**src/rtl/cpu_pkg.sv**
```systemverilog
// Shared definitions for the CPU clock-enable generator: turbo codes and the
// period lookup used by both the divider and anything that needs to know P.
package cpu_pkg;

  localparam int DIV_BASE_DEFAULT = 16;

  typedef enum logic [1:0] {
    TURBO_X1 = 2'd0,
    TURBO_X2 = 2'd1,
    TURBO_X4 = 2'd2,
    TURBO_X8 = 2'd3
  } turbo_e;

  // Master clocks per CPU clock for a given turbo code.
  function automatic int period_of(input logic [1:0] mode, input int div_base = DIV_BASE_DEFAULT);
    return div_base >> mode;
  endfunction

endpackage

```
**src/rtl/cpu_cegen.sv**
```systemverilog
// cep/cen pulse generator for the T80 wrapper: divides the system clock by a
// turbo-selectable period and drops whole CPU clocks while contention is requested.
module cpu_cegen
  import cpu_pkg::*;
#(
  parameter int DIV_BASE  = DIV_BASE_DEFAULT,
  parameter int MAX_TURBO = 3
) (
  input  logic       clock,
  input  logic       reset,
  input  logic [1:0] turbo,
  input  logic       contend,
  output logic       cep,
  output logic       cen,
  output logic       cpuclk,
  output logic [1:0] mode,
  output logic       stalled
);

  localparam int         CW   = $clog2(DIV_BASE);
  localparam logic [1:0] MAXT = 2'(MAX_TURBO);

  logic [CW-1:0] cnt;
  logic [CW-1:0] last;
  logic [CW-1:0] half;
  logic          hold;
  logic          bnd;
  int            per;
  turbo_e        req;

  // P never exceeds DIV_BASE, so P-1 and P/2-1 always fit in the counter width.
  assign per  = period_of(mode, DIV_BASE);
  assign last = CW'(per - 1);
  assign half = CW'(per / 2 - 1);
  assign bnd  = (cnt == last);
  assign req  = turbo_e'((turbo > MAXT) ? MAXT : turbo);

  always_ff @(posedge clock or posedge reset) begin
    if (reset) begin
      cnt     <= '0;
      mode    <= TURBO_X1;
      hold    <= 1'b0;
      cep     <= 1'b0;
      cen     <= 1'b0;
      cpuclk  <= 1'b0;
      stalled <= 1'b0;
    end else begin
      cep <= 1'b0;
      cen <= 1'b0;
      // Rate and contention are latched together so a period is never split.
      if (bnd) begin
        cnt     <= '0;
        cep     <= ~contend;
        hold    <= contend;
        stalled <= contend;
        mode    <= req;
      end else begin
        cnt <= cnt + CW'(1);
      end
      if (cnt == half) cen <= ~hold;
      if (cep)      cpuclk <= 1'b1;
      else if (cen) cpuclk <= 1'b0;
    end
  end

  a_excl: assert property (@(posedge clock) disable iff (reset) !(cep && cen));
  a_mode: assert property (@(posedge clock) disable iff (reset) (mode != $past(mode)) |-> $past(bnd));

endmodule

```
**config.mk**
```make
export PLATFORM = sky130hd
export DESIGN_NAME = cpu_cegen
export DESIGN_NICKNAME = d
export VERILOG_FILES = /design/src/rtl/cpu_pkg.sv /design/src/rtl/cpu_cegen.sv
export SDC_FILE = /design/constraint.sdc
export NUM_CORES = 1
export LEC_CHECK = 0
export BUFFER_PORTS_ARGS = -buffer_cell sky130_fd_sc_hd__buf_4
export CORE_AREA = 4 4 41 43
export DETAILED_ROUTE_END_ITERATION = 12
export DIE_AREA = 0 0 45 47
export SLEW_MARGIN = 25
export SYNTH_ARGS = -nofsm -noshare
export SYNTH_HDL_FRONTEND = slang
export SYNTH_SLANG_ARGS = --single-unit
```
**constraint.sdc**
```tcl
create_clock -name clock -period 3.3 [get_ports clock]
set_clock_uncertainty 0.2 [all_clocks]
set_input_delay 0.33 -clock clock [delete_from_list [all_inputs] [get_ports clock]]
set_output_delay 0.33 -clock clock [all_outputs]
set_load 0.05 [all_outputs]
```
==> flow_metrics.tcl, run 1 <==
set metrics [dict create \
    grt_pass1_wl_um 1469 \
    p_leak_uw 0.0002870 \
    port_buffers 10 \
    drt_iter0_drc 6 \
    finalSetupViolCount 0 \
    postRouteAntennaNets 0 \
    area_growth_syn_to_layout_pct 25.66 \
    status "finished, final reports clean" \
    grt-ovfl-total 0 \
    post_cts_buffers 0 \
    gp_congestion 0.8165 \
    arrival_ns 2.03 \
    hold_class "primary input to flop" \
    grt_pass1_vias 349 \
    avgRoutedWirePerCell_um 12.54 \
    final_cells 67 \
    coreArea_um2 1301 \
    startpoint "cnt[2]" \
    cts_inserted_buffers 3 \
    drt_first_pass_iters 4 \
    ys_ff_latch 10 \
    start_util 0.3635 \
    synth_area_leader_cell "dfrtp_1" \
    peakVddDrop_mv 0.5295 \
    synth_area_per_cell_um2 12.13 \
    cp.required_ns 3.24 \
    min_period_ns 2.090 \
    ys_types 21 \
    power.density_nw_per_um2 1069 \
    path_class "flop to flop" \
    start_kind "flop" \
    slew_violations 0 \
    die_x_um 45 \
    row_count 13 \
    dp_cells 63 \
    hold_depth 2 \
    dieArea_um2 2115 \
    path_clk_slew_ns 0.06 \
    path_cells "or4bb_1, o32ai_2, nor2_2, mux2_1" \
    num_vias 343 \
    io_pins 11 \
    grt_start_max_net_pins 11 \
    hold_viol 0 \
    htree_levels 1 \
    synth_nets 45 \
    root_buffer "clkbuf_4" \
    drive_gt1_frac 0.2885 \
    synth_top_area_frac 0.5291 \
    finalWirelength_um 840 \
    synth_cells 39 \
    slew_headroom 0.5673 \
    dieHeight_um 47 \
    syn_area_um2 473.0 \
    final_nets 60 \
    cts_tree "yes" \
    reg2reg_depth 4 \
    ys_seq_area_frac 0.5291 \
    cp_slowest_stage_delay_ns 0.54 \
    drc 0 \
    yosys-top-cells-area "dfrtp_1, mux2_1, nor4b_1, xnor2_1, xor2_1" \
    r2r-start "cnt[2]" \
    track_usage 0.1047 \
    worst_slew_pin_slew_ns 0.6401 \
    clk_path_buf_depth 2 \
    maxCapViolations 0 \
    critPathCaptureType "flop" \
    antenna_found_initial 0 \
    insertion_delay_ns 0.26 \
    rsz0062_at_grt "false" \
    place_hpwl_um 655.8 \
    hp-start "contend" \
    antenna_cells 0 \
    ys_warn_count 0 \
    min_period_over_period 0.6334 \
    max_freq_mhz 478.4 \
    cts.sinks 10 \
    crit_fanout 7 \
    worst_path_max_delay_cell "or4bb_1" \
    holdWs_ns 0.01555 \
    vias_per_cell 5.119 \
    fin_setup_tns_ns 0 \
]
[layer usage]
layer	wire length (um)	GRT usage	share of wire	up-vias
met5	0	0	0	-
li1	-	-	-	165
met3	73	0.06130	0.087	4
met4	19	0.07602	0.023	0
met1	343	0.1082	0.41	163
met2	404	0.1582	0.48	11
[cell usage after synthesis]
| master | n |
|---|---|
| dfrtp_1 | 10 |
| or4b_1 | 1 |
| xor2_1 | 2 |
| or4bb_1 | 1 |
| nor3_1 | 2 |
| xnor2_1 | 2 |
| mux2_1 | 3 |
| a21o_1 | 1 |
| o32ai_2 | 1 |
| ha_1 | 1 |
| a31oi_1 | 1 |
| buf_2 | 1 |
| nor4b_1 | 2 |
| nand3_1 | 1 |
| nor2_2 | 1 |
| nor2_1 | 1 |
| mux2i_1 | 1 |
| and2_1 | 1 |
| inv_1 | 4 |
| nor3b_1 | 1 |
| nand2_1 | 1 |
[final cells by class]
cell class	count	area [um^2]
inverters	4	15.01
repair buffers	11	85.08
clock buffers	3	22.52
multi-input cells	24	202.7
flip-flops and latches	10	250.2
well taps	15	18.77
fillers	133	706.9
[power breakdown]
| part | total [uW] | switching, uW | internal, uW |
|---|---|---|---|
| registers | 235 | 63.0 | 172 |
| logic | 320 | 184 | 136 |
| clock network | 80.1 | 38.1 | 42.0 |
| total | 635 | 285 | 350 |
[worst max-delay path, delay by kind of cell, from the launching register on]
family / cells / cell delay, ns
mux: 1 / 0.34
compound gates: 1 / 0.32
flops: 1 / 0.45
simple gates: 2 / 0.67
[sequential cells by signal (all words and copies together), names as in the netlist]
signal	flops
cen	1
cep	1
cnt	4
cpuclk	1
mode	2
stalled	1
[what timing repair did]
action | in CTS | in global routing
hold buffers | 1 | 0
endpoints found under the hold margin | 10 | 0
resized for setup | 0 | 0
[layout by cell type (no fill, tap or decap)]
| master | count |
|---|---|
| nor2_1 | 1 |
| a21o_1 | 1 |
| or4b_1 | 1 |
| a31oi_1 | 1 |
| nand3_1 | 1 |
| mux2i_1 | 1 |
| ha_1 | 1 |
| xnor2_1 | 2 |
| dfrtp_1 | 10 |
| o32ai_2 | 1 |
| nor3_1 | 2 |
| nor4b_1 | 2 |
| nand2_1 | 1 |
| nor3b_1 | 1 |
| buf_4 | 10 |
| nor2_2 | 1 |
| and2_1 | 1 |
| or4bb_1 | 1 |
| clkbuf_4 | 3 |
| mux2_1 | 3 |
| dlygate4sd3_1 | 1 |
| inv_1 | 4 |
| xor2_1 | 2 |
[cells by family (layout without fill, tap and decap cells)]
| logic type | Yosys count | in the layout | synth area share |
|---|---|---|---|
| buffers and inverters | 5 | 18 | 0.04231 |
| AND/OR/NAND/NOR | 12 | 12 | 0.1720 |
| multiplexers | 4 | 4 | 0.09259 |
| adder cells (fa/ha/maj) | 1 | 1 | 0.02645 |
| flip-flops | 10 | 10 | 0.5291 |
| XOR/XNOR | 4 | 4 | 0.07409 |
| AO/OA/AOI/OAI | 3 | 3 | 0.06352 |
[final timing paths]
check	slack [ns]	end
max	1.21	stalled
min	0.02	cep
max reg2reg	1.21	stalled
min reg2reg	0.26	cpuclk
max in group asynchronous	2.25	cnt[1]
min in group asynchronous	0.39	cnt[3]
[through the flow]
step | setup slack (ns) | power, uW | util | cell area (um^2)
after floorplan | 1.044 | 476.0 | - | 473.0
after global placement | 1.238 | 556.4 | 0.4317 | 561.8
after detailed placement | 1.204 | 559.9 | 0.4317 | 561.8
after CTS | 1.203 | 643.9 | 0.4567 | 594.3
after global routing | 1.088 | 685.9 | 0.4567 | 594.3
final | 1.210 | 635.1 | 0.4567 | 594.3
(Power assumes the default switching activity.)
==> run 2: changes to the inputs <==
==> constraint.sdc (replaced) <==
create_clock -name clock -period 2.1 [get_ports clock]
set_clock_uncertainty 0.2 [all_clocks]
set_input_delay 0.21 -clock clock [delete_from_list [all_inputs] [get_ports clock]]
set_output_delay 0.21 -clock clock [all_outputs]
set_load 0.05 [all_outputs]
==> run 2 against run 1 <==
Against the previous run: cell count is 13% higher; final area is 14% higher; combinational power is 88% higher; setup slack worse by 1.1 ns; global-route usage is 1.1 points higher.
==> flow_metrics.tcl, run 2 (synthesized netlist as in run 1, its figures left out) <==
set metrics [dict create \
    slew_violations 0 \
    drive_gt1_frac 0.3770 \
    final_cells 76 \
    final_cell_mix "buf_4, dfrtp_1, inv_1, dlygate4sd3_1" \
    gp_congestion 0.8218 \
    antenna_cells 0 \
    antenna_found_initial 0 \
    largest_reg_flops 4 \
    dp_cells 68 \
    grt-ovfl-total 0 \
    max_freq_mhz 511.7 \
    path_cells "or4bb_1, o32ai_2, nor2_2, mux2_1" \
    grt_pass1_wl_um 1690 \
    place_ws_ns 0.1478 \
    top_register "cnt" \
    layout_setup_ws_ns 0.1459 \
    row_count 13 \
    vias_per_cell 4.776 \
    area_growth_syn_to_layout_pct 43.39 \
    cts_inserted_buffers 3 \
    layout_commonest_cell "buf_4" \
    finalSetupViolCount 0 \
    critPathCaptureType "flop" \
    drt_iter0_drc 5 \
    dieHeight_um 47 \
    path_class "flop to flop" \
    htree_levels 1 \
    hold_class "flop to flop" \
    path_clk_slew_ns 0.07 \
    port_buffers 10 \
    dieArea_um2 2115 \
    hp-start "cep" \
    worst_slew_pin_slew_ns 0.3928 \
    final_nets 68 \
    num_vias 363 \
    p_leak_uw 0.0003301 \
    postRouteAntennaNets 0 \
    drt_first_pass_iters 2 \
    root_buffer "clkbuf_4" \
    grt_pass1_vias 394 \
    insertion_delay_ns 0.26 \
    fill_cells 136 \
    cp_slowest_stage_delay_ns 0.52 \
    maxCapViolations 0 \
    io_pins 11 \
    start_util 0.3635 \
    ctsResizeCount 0 \
    arrival_ns 1.90 \
    start_kind "flop" \
    cp.required_ns 2.04 \
    cts_tree "yes" \
    drc 0 \
    startpoint "cnt[2]" \
    crit_fanout 5 \
    grt_start_max_net_pins 11 \
    min_period_over_period 0.9305 \
    min_period_ns 1.954 \
    status "finished, final reports clean" \
    post-route-util 0.5212 \
    top_regs "cnt x4, mode x2" \
    slew_headroom 0.7379 \
    avgRoutedWirePerCell_um 12.62 \
    power.density_nw_per_um2 1654 \
    track_usage 0.1161 \
    clk_path_buf_depth 2 \
    die_x_um 45 \
    cts.sinks 10 \
    finalWirelength_um 959 \
    rsz0062_at_grt "false" \
    worst_path_max_delay_cell "or4bb_1" \
    hold_viol 0 \
    coreArea_um2 1301 \
    peakVddDrop_mv 0.8134 \
    r2r-start "cnt[2]" \
]
==> run 2: changes by cell type in the layout (fill, tap and decap cells not counted) <==
cell and change:
buf_4 +5, dfrtp_2 +2, clkbuf_8 +1, dlygate4sd3_1 +3, dfrtp_1 -2
==> run 2: area by class of cell <==
| type | instances | area, um^2 | area share |
|---|---|---|---|
| flip-flops and latches | 10 | 252.7 | 0.3727 |
| multi-input cells | 24 | 202.7 | 0.2989 |
| repair buffers | 19 | 152.6 | 0.2251 |
| clock buffers | 4 | 36.28 | 0.05351 |
| well taps | 15 | 18.77 | 0.02768 |
| inverters | 4 | 15.01 | 0.02214 |
==> run 2: path summary, 6_finish.rpt <==
path                            to  slack, ns  depth (start not counted)
setup / recovery           mode[0]       0.15                          4
hold / removal              cpuclk       0.26                          1
setup reg to reg           mode[0]       0.15                          4
hold reg to reg             cpuclk       0.26                          1
max in group asynchronous  mode[0]       1.11                          3
min in group asynchronous   cnt[1]       0.28                          3
==> run 2: metal layers <==
layer  vias up  routed length [um]  global-route usage
met5         -                   0                   0
met4         0                  26              0.1053
li1        183                   -                   -
met1       165                 435              0.1324
met2        11                 443              0.1808
met3         4                  53             0.02682
==> run 2: worst max-delay path: cells and delay by family (launching register included) <==
family           cells  cell delay (ns)
flip-flops           1             0.41
AND/OR/NAND/NOR      2             0.64
multiplexers         1             0.32
AO/OA/AOI/OAI        1             0.27
==> run 2: repair_timing <==
| item | CTS | global route |
|---|---|---|
| hold endpoints to repair | 14 | 0 |
| hold buffers | 4 | 0 |
| setup endpoints to repair | 0 | 0 |
| setup buffers | 0 | 0 |
==> run 2: where the power goes <==
group	internal [uW]	switching, uW
clock network	105	66.9
registers	273	73.4
logic	268	334
==> run 2: stage by stage <==
step           power (uW)  cell area (um^2)   TNS, ns  hold WS (ns)
3_5_place_dp        947.0             601.8         0       0.02147
2_1_floorplan       752.1             475.5  -0.02278       -0.1500
6_report             1121             678.2         0        0.2582
5_1_grt              1199             678.2         0        0.2873
4_1_cts              1131             678.2         0        0.2657
3_3_place_gp        942.4             601.8         0      0.009462
